**src/rtl/riscv_issue_pkg.sv**
```systemverilog
// Shared types for the dual-issue scheduler: FU codes, the decoded descriptor layout
// and the operand-ready helper.
package riscv_issue_pkg;

    typedef enum logic [1:0] {
        FU_ALU    = 2'b00,
        FU_LS     = 2'b01,
        FU_MULDIV = 2'b10
    } fu_e;

    localparam int unsigned DESC_W     = 15;
    localparam int unsigned RS0_LSB    = 0;
    localparam int unsigned RS0_EN_BIT = 5;
    localparam int unsigned RS1_LSB    = 6;
    localparam int unsigned RS1_EN_BIT = 11;
    localparam int unsigned RD_EN_BIT  = 12;
    localparam int unsigned FUNC_LSB   = 13;

    typedef struct packed {
        fu_e        func;
        logic       rd_en;
        logic       rs1_en;
        logic [4:0] rs1;
        logic       rs0_en;
        logic [4:0] rs0;
    } desc_t;

    function automatic desc_t unpack_desc(input logic [DESC_W-1:0] raw);
        desc_t d;
        d.func   = fu_e'(raw[FUNC_LSB +: 2]);
        d.rd_en  = raw[RD_EN_BIT];
        d.rs1_en = raw[RS1_EN_BIT];
        d.rs1    = raw[RS1_LSB +: 5];
        d.rs0_en = raw[RS0_EN_BIT];
        d.rs0    = raw[RS0_LSB +: 5];
        return d;
    endfunction

    function automatic logic op_rdy(input logic en, input logic [4:0] rs,
                                    input logic [31:0] src_ready);
        return !en || src_ready[rs];
    endfunction

endpackage

```
**src/rtl/riscv_issue_queue.sv**
```systemverilog
// Circular issue queue: enqueues up to two descriptors at the tail and retires up to
// two at the head per cycle; flush empties it and drops that cycle's enqueue.
module riscv_issue_queue
    import riscv_issue_pkg::*;
#(
    parameter int unsigned QDEPTH = 4
) (
    input  logic        clk,
    input  logic        reset,
    input  logic        flush,
    input  logic [1:0]  enq_val,
    input  desc_t       enq_desc0,
    input  desc_t       enq_desc1,
    input  logic [1:0]  deq_cnt,
    output logic        enq_rdy,
    output desc_t       head_desc,
    output desc_t       next_desc,
    output logic        head_val,
    output logic        next_val
);

    localparam int unsigned QW = (QDEPTH > 1) ? $clog2(QDEPTH) : 1;
    localparam int unsigned CW = QW + 1;

    desc_t          mem [QDEPTH];
    logic [QW-1:0]  head;
    logic [QW-1:0]  tail;
    logic [CW-1:0]  count;
    logic [1:0]     enq_cnt;

    assign enq_rdy   = (count <= CW'(QDEPTH - 2));
    assign head_val  = (count != '0);
    assign next_val  = (count >= CW'(2));
    assign head_desc = mem[head];
    assign next_desc = mem[head + QW'(1)];

    always_comb begin
        enq_cnt = '0;
        if (enq_rdy && enq_val[0] && !flush)
            enq_cnt = enq_val[1] ? 2'd2 : 2'd1;
    end

    always_ff @(posedge clk) begin
        if (enq_cnt != '0)
            mem[tail] <= enq_desc0;
        if (enq_cnt == 2'd2)
            mem[tail + QW'(1)] <= enq_desc1;
    end

    always_ff @(posedge clk) begin
        if (reset) begin
            head  <= '0;
            tail  <= '0;
            count <= '0;
        end else if (flush) begin
            head  <= tail;
            count <= '0;
        end else begin
            tail  <= tail + QW'(enq_cnt);
            head  <= head + QW'(deq_cnt);
            count <= count + CW'(enq_cnt) - CW'(deq_cnt);
        end
    end

endmodule

```
**src/rtl/riscv_core_issue_sched.sv**
```systemverilog
// In-order dual-issue scheduler: head to pipe A, head+1 to pipe B (ALU only),
// with ROB slot allocation and MULDIV occupancy tracking.
module riscv_core_issue_sched
    import riscv_issue_pkg::*;
#(
    parameter int unsigned QDEPTH    = 4,
    parameter int unsigned ROB_SLOTS = 32,
    parameter int unsigned MD_OCC    = 4
) (
    input  logic        clk,
    input  logic        reset,
    input  logic [1:0]  enq_val,
    output logic        enq_rdy,
    input  logic [14:0] enq_desc0,
    input  logic [14:0] enq_desc1,
    input  logic        flush,
    input  logic [31:0] src_ready,
    input  logic        stall_A,
    input  logic        stall_B,
    input  logic        commit_A_val,
    input  logic        commit_B_val,
    output logic        A_issued,
    output logic [4:0]  rs0_A,
    output logic [4:0]  rs1_A,
    output logic        rs0_A_en,
    output logic        rs1_A_en,
    output logic [4:0]  rd_A,
    output logic        rd_A_en,
    output logic [1:0]  func_irA,
    output logic        B_issued,
    output logic [4:0]  rs0_B,
    output logic [4:0]  rs1_B,
    output logic        rs0_B_en,
    output logic        rs1_B_en,
    output logic [4:0]  rd_B,
    output logic        rd_B_en,
    output logic [5:0]  rob_free
);

    localparam int unsigned RW  = $clog2(ROB_SLOTS);
    localparam int unsigned MDW = (MD_OCC > 1) ? $clog2(MD_OCC) : 1;

    desc_t           hd;
    desc_t           nx;
    logic            head_val;
    logic            next_val;
    logic [1:0]      deq_cnt;
    logic [RW-1:0]   alloc_ptr;
    logic [RW-1:0]   slot_a;
    logic [RW-1:0]   slot_b;
    logic [MDW-1:0]  md_cnt;
    logic            a_ok;
    logic            b_ok;
    logic            a_alloc;
    logic            b_alloc;
    logic            raw_hazard;
    logic [6:0]      rob_sum;

    riscv_issue_queue #(.QDEPTH(QDEPTH)) u_queue (
        .clk       (clk),
        .reset     (reset),
        .flush     (flush),
        .enq_val   (enq_val),
        .enq_desc0 (unpack_desc(enq_desc0)),
        .enq_desc1 (unpack_desc(enq_desc1)),
        .deq_cnt   (deq_cnt),
        .enq_rdy   (enq_rdy),
        .head_desc (hd),
        .next_desc (nx),
        .head_val  (head_val),
        .next_val  (next_val)
    );

    assign slot_a = alloc_ptr;
    assign slot_b = alloc_ptr + RW'(a_alloc);

    always_comb begin
        a_ok = !reset && head_val && !stall_A && !flush
            && op_rdy(hd.rs0_en, hd.rs0, src_ready)
            && op_rdy(hd.rs1_en, hd.rs1, src_ready)
            && (hd.func != FU_MULDIV || md_cnt == '0)
            && (!hd.rd_en || rob_free != '0);
        a_alloc = a_ok && hd.rd_en;

        // Head+1 may not read the slot head allocates in the same cycle
        raw_hazard = a_alloc
            && ((nx.rs0_en && nx.rs0 == 5'(slot_a)) || (nx.rs1_en && nx.rs1 == 5'(slot_a)));

        b_ok = a_ok && next_val && nx.func == FU_ALU && !stall_B && !raw_hazard
            && op_rdy(nx.rs0_en, nx.rs0, src_ready)
            && op_rdy(nx.rs1_en, nx.rs1, src_ready)
            && (!nx.rd_en || rob_free >= (a_alloc ? 6'd2 : 6'd1));
        b_alloc = b_ok && nx.rd_en;

        deq_cnt = {1'b0, a_ok} + {1'b0, b_ok};
        rob_sum = 7'(rob_free) + 7'(commit_A_val) + 7'(commit_B_val)
                - 7'(a_alloc) - 7'(b_alloc);
    end

    always_comb begin
        A_issued = a_ok;
        rs0_A    = a_ok ? hd.rs0 : '0;
        rs1_A    = a_ok ? hd.rs1 : '0;
        rs0_A_en = a_ok && hd.rs0_en;
        rs1_A_en = a_ok && hd.rs1_en;
        rd_A     = a_ok ? 5'(slot_a) : '0;
        rd_A_en  = a_alloc;
        func_irA = a_ok ? hd.func : '0;
        B_issued = b_ok;
        rs0_B    = b_ok ? nx.rs0 : '0;
        rs1_B    = b_ok ? nx.rs1 : '0;
        rs0_B_en = b_ok && nx.rs0_en;
        rs1_B_en = b_ok && nx.rs1_en;
        rd_B     = b_ok ? 5'(slot_b) : '0;
        rd_B_en  = b_alloc;
    end

    always_ff @(posedge clk) begin
        if (reset) begin
            alloc_ptr <= '0;
            rob_free  <= 6'(ROB_SLOTS);
            md_cnt    <= '0;
        end else begin
            alloc_ptr <= alloc_ptr + RW'(a_alloc) + RW'(b_alloc);
            // Surplus commits are dropped so the free count stays bounded
            rob_free  <= (rob_sum > 7'(ROB_SLOTS)) ? 6'(ROB_SLOTS) : rob_sum[5:0];
            if (a_ok && hd.func == FU_MULDIV)
                md_cnt <= MDW'(MD_OCC - 1);
            else if (md_cnt != '0)
                md_cnt <= md_cnt - MDW'(1);
        end
    end

    a_rob_overcommit: assert property (@(posedge clk) disable iff (reset)
        rob_sum <= 7'(ROB_SLOTS));

endmodule

```
**config.mk**
```make
export PLATFORM = sky130hd
export DESIGN_NAME = riscv_core_issue_sched
export DESIGN_NICKNAME = d
export VERILOG_FILES = /design/src/rtl/riscv_issue_pkg.sv /design/src/rtl/riscv_issue_queue.sv /design/src/rtl/riscv_core_issue_sched.sv
export SDC_FILE = /design/constraint.sdc
export NUM_CORES = 1
export LEC_CHECK = 0
export CORE_ASPECT_RATIO = 0.7
export CORE_MARGIN = 2
export CORE_UTILIZATION = 45
export CTS_CLUSTER_SIZE = 16
export DETAILED_ROUTE_END_ITERATION = 8
export PLACE_DENSITY = 0.75
export SYNTH_ARGS = -nofsm -noshare
export SYNTH_HDL_FRONTEND = slang
export SYNTH_SLANG_ARGS = --single-unit
```
**constraint.sdc**
```tcl
create_clock -name clk -period 6.07 [get_ports clk]
set_input_delay 0.9105 -clock clk [delete_from_list [all_inputs] [get_ports clk]]
set_output_delay 0.9105 -clock clk [all_outputs]
set_load 0.02 [all_outputs]
```
; ---- Word-level counts from Yosys, hierarchy flattened
; Memories as Yosys holds them, arrays and structs flattened. A register that Yosys moved wholly into a read port is not among the register bits.
; Index checks and enable logic that the tools add are counted.
[word_totals]
output_inout_bits = 47
regBits = 20
inputBits = 71
wordCells = 114
ram_bits = 60
mem_count = 1
[memory_table]
columns = memory, depth, width, read_ports, rd_clocked_by_memory_dff, write_ports, line
row1 = u_queue.mem, 4, 15, 2, 1, 2, riscv_issue_queue.sv:25  ; desc_t mem [QDEPTH];
[classes]
mux = 26
n_addsub = 14
reduce_logical = 54
n_lt_le_gt_ge = 8
n_eq_ne = 5
[op_table]
columns = operator, count
row1 = $mux 5, 6
row2 = $logic_and 1x1->1, 26
row3 = $lt 5x6->1 const B, 4
row4 = $bmux 1 s5, 4
row5 = $mux 2, 8
row6 = $sub 7x1->7, 2
row7 = $logic_not 1->1, 11
row8 = $add 5x1->5, 2
row9 = $eq 5x5->1, 2
row10 = $logic_or 1x1->1, 8
row11 = $mux 1, 8
row12 = $add 6x1->7, 1
row13 = $add 7x1->7, 1
row14 = $gt 7x6->1 const B, 1
row15 = $ge 6x2->1, 1
row16 = $reduce_bool 2->1, 3
row17 = $reduce_bool 6->1, 1
row18 = $add 2x1->2 const B, 2
row19 = $add 2x2->2, 2
row20 = $eq 2x2->1 const B, 2
row21 = $logic_not 2->1, 2
row22 = $reduce_or 2->1, 2
row23 = $add 3x2->3, 1
row24 = $ge 3x2->1 const B, 1
row25 = 6 further kinds, 6

; ---- Depth between registers and ports, before layout
; Gate-level depths: netlist of run 1.
[logic_depth]
ltp_word = 19
mapped_depth = 34
depth_no_buf = 28

; ---- Modules after synthesis
; From an unflattened synthesis of run 1, not the netlist that was laid out.
[unflattened]
hier_cells = 470
area_unflattened_um2 = 6287.3
[modules_own_cells]
columns = module, seq_area_each_um2, instances, area_each_um2, cells_per_inst
row1 = riscv_issue_queue, 1941.9, 1, 3782.4, 219
row2 = riscv_core_issue_sched, 260.2, 1, 2504.9, 251

; ---- Least setup slack after synthesis of run 1
; No wires, ideal clock.
[synth_timing]
path_type = reg-to-reg
startpoint = reg u_queue.head[0]
endpoint = reg rob_free[0]
n_path_buf = 6
path_slack_ns = -0.664
period_less_slack_ns = 6.734
setup_time_ns = 0.060
t_arrival_ns = 6.674
required_ns = 6.010
path_stages_with_launch = 32
cell_sequence = dfxtp_1 buf_6 mux4_1 buf_4 buf_8 mux2i_1 a22oi_1 nand3_1 and4_4 or4_4 buf_6 inv_2 buf_2 nand2_1 ha_1 o21ai_0 nand3b_1 nand2_1 a31oi_1 and4_4 clkbuf_2 nand4_1 fa_1 fa_1 ha_1 fa_1 xnor2_1 or4_1 nor2_1 nor2_1 nor3_1 and2_1
[synth_via]
elab_chain_len = 15
elab_cells_between_ends = 30
cone_classes = add/sub: 2 / order compare: 1 / eq/ne: 2 / mux: 4 / reduce/logical: 20 / memory: 1
[synth_rtl]
columns = element, line
row1 = start: declaration, riscv_issue_queue.sv:26  ; logic [QW-1:0] head;
row2 = start signal: assignment, riscv_issue_queue.sv:56  ; head <= tail;
row3 = start signal: assignment, riscv_issue_queue.sv:60  ; head <= head + QW'(deq_cnt);
row4 = $add 2x1->2 *, riscv_issue_queue.sv:35  ; assign next_desc = mem[head + QW'(1)];
row5 = $mem_v2 4x15 *, -
row6 = "parallel branches: the longest is 9 deep, another holds $bmux 1 s5", -
row7 = $logic_and 1x1->1 *, riscv_core_issue_sched.sv:93  ; b_alloc = b_ok && nx.rd_en;
row8 = $sub 7x1->7 *, riscv_core_issue_sched.sv:97  ; - 7'(a_alloc) - 7'(b_alloc);
row9 = $gt 7x6->1, riscv_core_issue_sched.sv:126  ; rob_free <= (rob_sum > 7'(ROB_SLOTS)) ? 6'(ROB_SLOTS) : rob_sum[5:0];
row10 = $reduce_or 2->1 (no line), -
row11 = end signal: assignment, riscv_core_issue_sched.sv:121  ; rob_free <= 6'(ROB_SLOTS);
row12 = end signal: assignment, riscv_core_issue_sched.sv:126
row13 = end: declaration, riscv_core_issue_sched.sv:37  ; output logic [5:0] rob_free
; Every way passes the cells marked *. The select of a mux whose other input is x is not followed.
; A chain may end at the register's enable or synchronous reset.

; ---- Final worst setup path of run 1
[layout_timing]
startpoint = reg u_queue.head[0]
endpoint = reg rob_free[1]
; Same word-level chain as after synthesis.

==> impl_metrics.yaml, run 1 <==
sta:
  period_minus_slack_ns: 6.15
  hold_viol_final: 0
  finalCritPeriodShare: 1.01
  fin_skew_ns: 0.00622
  fin_ws_ns: -0.0840
  tightestPinTransition_ns: 1.06
  tns_ns: -0.429
  max-slew-margin-rel: 0.291
  slew_viol_final: 0
  rsz0062_at_grt: "true"
  fmax_mhz: 162
  finalSetupViolCount: 6
logic_synthesis:
  syn_avg_cell_area_sq_um: 12.1
  synth_xor_area_frac: 0.0334
  synth-seq-cells: 80
  syn_area_sq_mm: 0.00655
  async_reset_ff_frac: 0
  synth_adder_area_share: 0.0554
  synth_cell_types: 59
  syn_inst: 543
  synth_top_family_by_area: "multiplexers"
  synthMuxAreaShare: 0.341
  yosysSeqAreaShare: 0.336
  synth-compound-area-share: 0.0524
  synth_ff_type: "edfxtp_1"
  yosys_warnings: 0
  synth_simple_gate_area_frac: 0.124
  synth_edf_count: 60
  synth.net_count: 640
layout:
  nets: 780
  areaGrowthSynthToFinish_pct: 30.4
  diodes: 0
  fin_cells: 878
  drive_above_1_share: 0.275
power_and_ir_drop:
  vdd_drop_max_uv: 149
  p_leak_nw: 3.15
  total_power_mw: 1.61
  p_per_area_mw_per_mm2: 188
setup_path:
  cp_slowest_cell: "or4_4"
  cp-start-kind: "flop"
  crit_path_end_kind: "flop"
  critical-path-max-stage-delay_ns: 0.55
  cp.required_ns: 6.36
  critical_path_class: "reg -> reg"
  crit_fanout: 14
  arrival_ns: 6.44
die:
  start_util: 0.466
  floorplan.die_area_sq_mm: 0.0155
  die_height_microns: 105
  num_rows: 36
  fp.coreArea_sq_mm: 0.0141
  ioPinCount: 118
  die_x_microns: 148
place:
  place_hpwl_microns: 14200
  io_buffers: 117
  pre_cts_ws_ns: -0.433
  routabilityCongestion: 0.882
  place_inst: 857
grt:
  antenna_found_initial: 0
  grt_overflow: 0
  grtUsageTotal: 0.243
  grt_max_degree: 29
  grt_pass1_vias: 5260
  grt_pass1_wl_microns: 29200
cts:
  clk_pin_slew_ns: 0.07
  numClockSinks: 80
  numCtsBuffers: 9
  htreeDepth: 3
  cts_root_buf: "clkbuf_16"
  holdBufCountCts: 0
  clockBufferDepth: 2
  clk_latency_ns: 0.34
  tritoncts: "done"
routing:
  drc_errors: 0
  via_per_inst: 6.01
  routed_wirelength_microns: 18800
  drtPass1Iterations: 5
  ant_nets: 0
  drt-wirelength-per-cell_microns: 21.4
  drt_iter0_markers: 463
  num_vias: 5281
worst_hold_path:
  hp-class: "reg -> reg"
job:
  maxCapViolCount: 0
run_status:
  status: "finished, violations left"
  violations: "setup timing"
-- critical path: cells and delay by family, from the launching register on --
family	cells	cell delay [ns]
adder cells (fa/ha/maj)	5	1.59
buffers and inverters	3	0.39
AND/OR/NAND/NOR	12	2.27
flip-flops	1	0.40
XOR/XNOR	1	0.15
AO/OA/AOI/OAI	4	0.64
multiplexers	2	0.64
-- cells in the final DEF, fill, tap and decap left out, types with 4 or more instances in the layout --
master,instances
clkdlybuf4s50_1,116
mux2_2,67
edfxtp_1,60
mux2i_1,55
buf_4,48
nor2_1,32
mux4_2,27
inv_1,21
xnor2_1,18
ha_1,18
dfxtp_1,18
and2_1,17
nand3_1,14
and4_1,13
nand2_1,12
mux4_1,12
a21oi_1,10
clkbuf_16,9
a22oi_1,8
nor3_1,7
xor2_1,7
nor2b_1,6
nand2b_1,6
nor4_1,6
nand4_1,5
a31oi_1,4
o21ai_0,4
-- logic make-up (layout without fill, tap and decap cells) --
kind of cell	after synthesis	count (layout)
AOI/OAI and AO/OA	47	47
xor gates and xnor gates	25	25
adders and majority gates	26	26
buffers and inverters	63	208
DFF	80	80
muxes	161	161
and+or+nand+nor	141	141
-- registers in the layout, indices dropped and copies added, names as in the netlist --
signal	count
md_cnt	2
alloc_ptr	5
u_queue.count	3
u_queue.mem	60
rob_free	6
u_queue.tail	2
u_queue.head	2
-- per-layer routing --
metal  wire length, microns  global-route usage  part of all wire
met1                   8550               0.357              0.46
met2                   8300               0.367              0.44
met3                   1640              0.0489             0.087
met4                    291              0.0646             0.015
met5                      0                   0                 0
-- final timing paths --
check,cells past startpoint,slack (ns),startpoint,to
hold reg to reg,2,0.52,md_cnt[0],md_cnt[0]
hold / removal,2,0.52,md_cnt[0],md_cnt[0]
setup / recovery,27,-0.08,u_queue.head[0],rob_free[1]
setup reg to reg,27,-0.08,u_queue.head[0],rob_free[1]
-- area by class of cell --
cell class / count / area (sq um)
Fill cell: 1122 / 5520
Multi-Input combinational cell: 400 / 4060
Sequential cell: 80 / 2210
Timing Repair Buffer: 169 / 1610
Tap cell: 190 / 238
Clock buffer: 9 / 225
Clock inverter: 7 / 110
Inverter: 23 / 91.3
-- where the power goes --
part           total (mW)  switching, mW  internal [mW]
sequential          0.626         0.0146          0.611
clock               0.615          0.246          0.368
combinational       0.368          0.177          0.191
total                1.61          0.438           1.17
-- through the flow --
step	util	area, sq um	hold slack (ns)
finish	0.607	8530	0.516
detailed placement	0.579	8140	0.506
floorplan	-	6640	0.464
global route	0.607	8530	0.546
global placement	0.579	8140	0.474
CTS	0.606	8520	0.518
-- timing repair --
item                       CTS  global route
setup buffers                4             1
setup endpoints to repair    6             7
pin swaps                    9             2
gates resized for setup      3             4
-- cells in the mapped netlist (all sizes together) (3+ instances only) --
cell    instances  area [sq um]
a31oi           5          31.3
inv            23          86.3
xor2            7          61.3
mux2i          55           551
dfxtp          20           400
mux2           67           754
nand3b          3          22.5
nor2           33           124
nor2b           7          51.3
nor4            6          37.5
a211oi          4          42.5
nand2          13          48.8
ha             21           263
xnor2          18           158
fa              5           100
a21oi          11          55.1
and4           15           136
nor3            9          45.0
nand3          15          75.1
nand4           5          31.3
edfxtp         60          1800
and2           18           115
a22oi           9          72.6
nand2b          6          37.5
mux4           39           927
clkbuf         16          62.6
o21ai           5          25.0
buf            24           228
(Power assumes the default switching activity.)
==> inputs of run 2 (changes only) <==
--- a/config.mk
+++ b/config.mk
@@ -5,7 +5,7 @@
 export SDC_FILE = /design/constraint.sdc
 export NUM_CORES = 1
 export LEC_CHECK = 0
-export CORE_ASPECT_RATIO = 0.7
+export CORE_ASPECT_RATIO = 1.25
 export CORE_MARGIN = 2
 export CORE_UTILIZATION = 45
 export CTS_CLUSTER_SIZE = 16
==> run 2 against run 1 <==
Compared with the run above:
- the flow still finishes with violations (setup timing)
- first-iteration DRC count fell by 40%
- fmax increased by 0.70%
- register-to-register slack gained 0.04 ns
- critical path depth decreased by 1
- critical endpoint is now rob_free[4]
==> impl_metrics.yaml, run 2 (same netlist as run 1, synthesis figures left out) <==
sta:
  hold_viol_final: 0
  slew_viol_final: 0
  period_minus_slack_ns: 6.11
  rsz0062_at_grt: "true"
  fin_skew_ns: 0.00925
  tightestPinTransition_ns: 1.13
  hold_ws_ns: 0.504
  finalSetupViolCount: 6
  finalCritPeriodShare: 1.01
  fin_ws_ns: -0.0410
  max-slew-margin-rel: 0.242
  fmax_mhz: 164
setup_path:
  crit_end: "rob_free[4]"
  reg2reg_from: "u_queue.head[0]"
  startpoint: "u_queue.head[0]"
  critical-path-max-stage-delay_ns: 0.56
  r2r_slack_ns: -0.04
  critical_path_class: "reg -> reg"
  cp.depth: 26
  rr_endpoint: "rob_free[4]"
  cp_slowest_cell: "mux4_2"
  cp.required_ns: 6.35
  crit_path_end_kind: "flop"
  cp-start-kind: "flop"
  rr_worst_depth: 26
  crit_family: "simple AND/OR/NAND/NOR gates"
  arrival_ns: 6.39
  crit_fanout: 8
  cp_num_buf_inv: 3
place:
  place_inst: 850
  io_buffers: 117
  routabilityCongestion: 0.867
  place_hpwl_microns: 13800
routing:
  num_vias: 5142
  routed_wirelength_microns: 18300
  ant_nets: 0
  drt-wirelength-per-cell_microns: 20.9
  drc_errors: 0
  drt_iter0_markers: 277
  via_per_inst: 5.88
  drtPass1Iterations: 4
worst_hold_path:
  hp-class: "reg -> reg"
power_and_ir_drop:
  vdd_drop_max_uv: 124
  p_per_area_mw_per_mm2: 180
  p_leak_nw: 3.27
  total_power_mw: 1.55
layout:
  areaGrowthSynthToFinish_pct: 31.5
  largest_register_ffs: 60
  fillCellCount: 1182
  diodes: 0
  final_common_cell: "clkdlybuf4s50_1"
  reg_top3: "u_queue.mem (60), rob_free (6), alloc_ptr (5)"
  layout_common_cells: "clkdlybuf4s50_1, mux2_2, edfxtp_1"
  multi_input_area_sq_mm: 0.00407
  top_register: "u_queue.mem"
  drive_above_1_share: 0.290
  fin_cells: 875
  nets: 789
  regArea_sq_mm: 0.00221
cts:
  clockBufferDepth: 2
  clk_pin_slew_ns: 0.06
  tritoncts: "done"
  cts_root_buf: "clkbuf_16"
  numClockSinks: 80
  numCtsBuffers: 9
  htreeDepth: 3
  clk_latency_ns: 0.34
grt:
  grt_pass1_vias: 5440
  grt_max_degree: 29
  antenna_found_initial: 0
  grtUsageTotal: 0.234
  grt_pass1_wl_microns: 28500
  grt_overflow: 0
die:
  floorplan.die_area_sq_mm: 0.0155
  ioPinCount: 118
  start_util: 0.458
  die_height_microns: 139
  fp.coreArea_sq_mm: 0.0143
  num_rows: 49
  die_x_microns: 112
job:
  maxCapViolCount: 0
run_status:
  status: "finished, violations left"
  violations: "setup timing"
-- run 2: cell count changes in the layout (fill, tap and decap cells not counted), sizes merged --
cell and change:
clkinvlp +1, clkbuf +1, dlymetal6s2s +4, clkdlybuf4s50 -4, buf +9, bufinv -1
inv -1
-- run 2: area by class of cell --
type	instances	share of cell area
Multi-Input combinational cell	400	0.473
Timing Repair Buffer	178	0.198
Inverter	23	0.0106
Sequential cell	80	0.256
Clock inverter	6	0.00785
Tap cell	178	0.0259
Clock buffer	10	0.0278
-- run 2: timing repair --
| item | CTS | global route |
|---|---|---|
| setup buffers | 8 | 1 |
| pin swaps | 9 | 4 |
| resized for setup | 7 | 10 |
| hold buffers | 0 | 0 |
| endpoints found under the setup margin | 7 | 14 |
-- run 2: stage by stage --
step / worst slack (ns) / area, sq um / utilization / setup TNS [ns]
after floorplan: -0.155 / 6640 / - / -0.912
after global placement: -0.333 / 8160 / 0.571 / -1.97
after detailed placement: -0.487 / 8160 / 0.571 / -2.93
after CTS: -0.0407 / 8570 / 0.600 / -0.192
after global routing: -0.305 / 8610 / 0.603 / -1.78
final: -0.0410 / 8610 / 0.603 / -0.193
-- run 2: worst min path at each step --
stage,to,startpoint,slack [ns],cells past startpoint
detailed placement,md_cnt[0],md_cnt[0],0.50,2
finish,md_cnt[0],md_cnt[0],0.50,2
floorplan,md_cnt[0],md_cnt[0],0.46,2
global route,md_cnt[0],md_cnt[0],0.52,2
global placement,md_cnt[0],md_cnt[0],0.47,2
CTS,md_cnt[0],md_cnt[0],0.51,2
-- run 2: routing by layer --
metal | GRT usage | vias to the layer above | part of all wire | wire length (microns)
met3 | 0.0350 | 44 | 0.049 | 890
met2 | 0.425 | 186 | 0.53 | 9660
li1 | - | 2387 | - | -
met5 | 0 | - | 0 | 0
met4 | 0.0994 | 0 | 0.029 | 532
met1 | 0.275 | 2525 | 0.39 | 7180
-- run 2: where the power goes --
group	switching [mW]	internal, mW	total (mW)
Sequential	0.0142	0.612	0.626
Combinational	0.174	0.197	0.371
Clock	0.224	0.331	0.555
Total	0.412	1.14	1.55
-- run 2: tightest hold or removal path, cell delays in order (launching register included) --
cell and delay (ns):
dfxtp_1 0.30, inv_1 0.08, a211oi_1 0.07
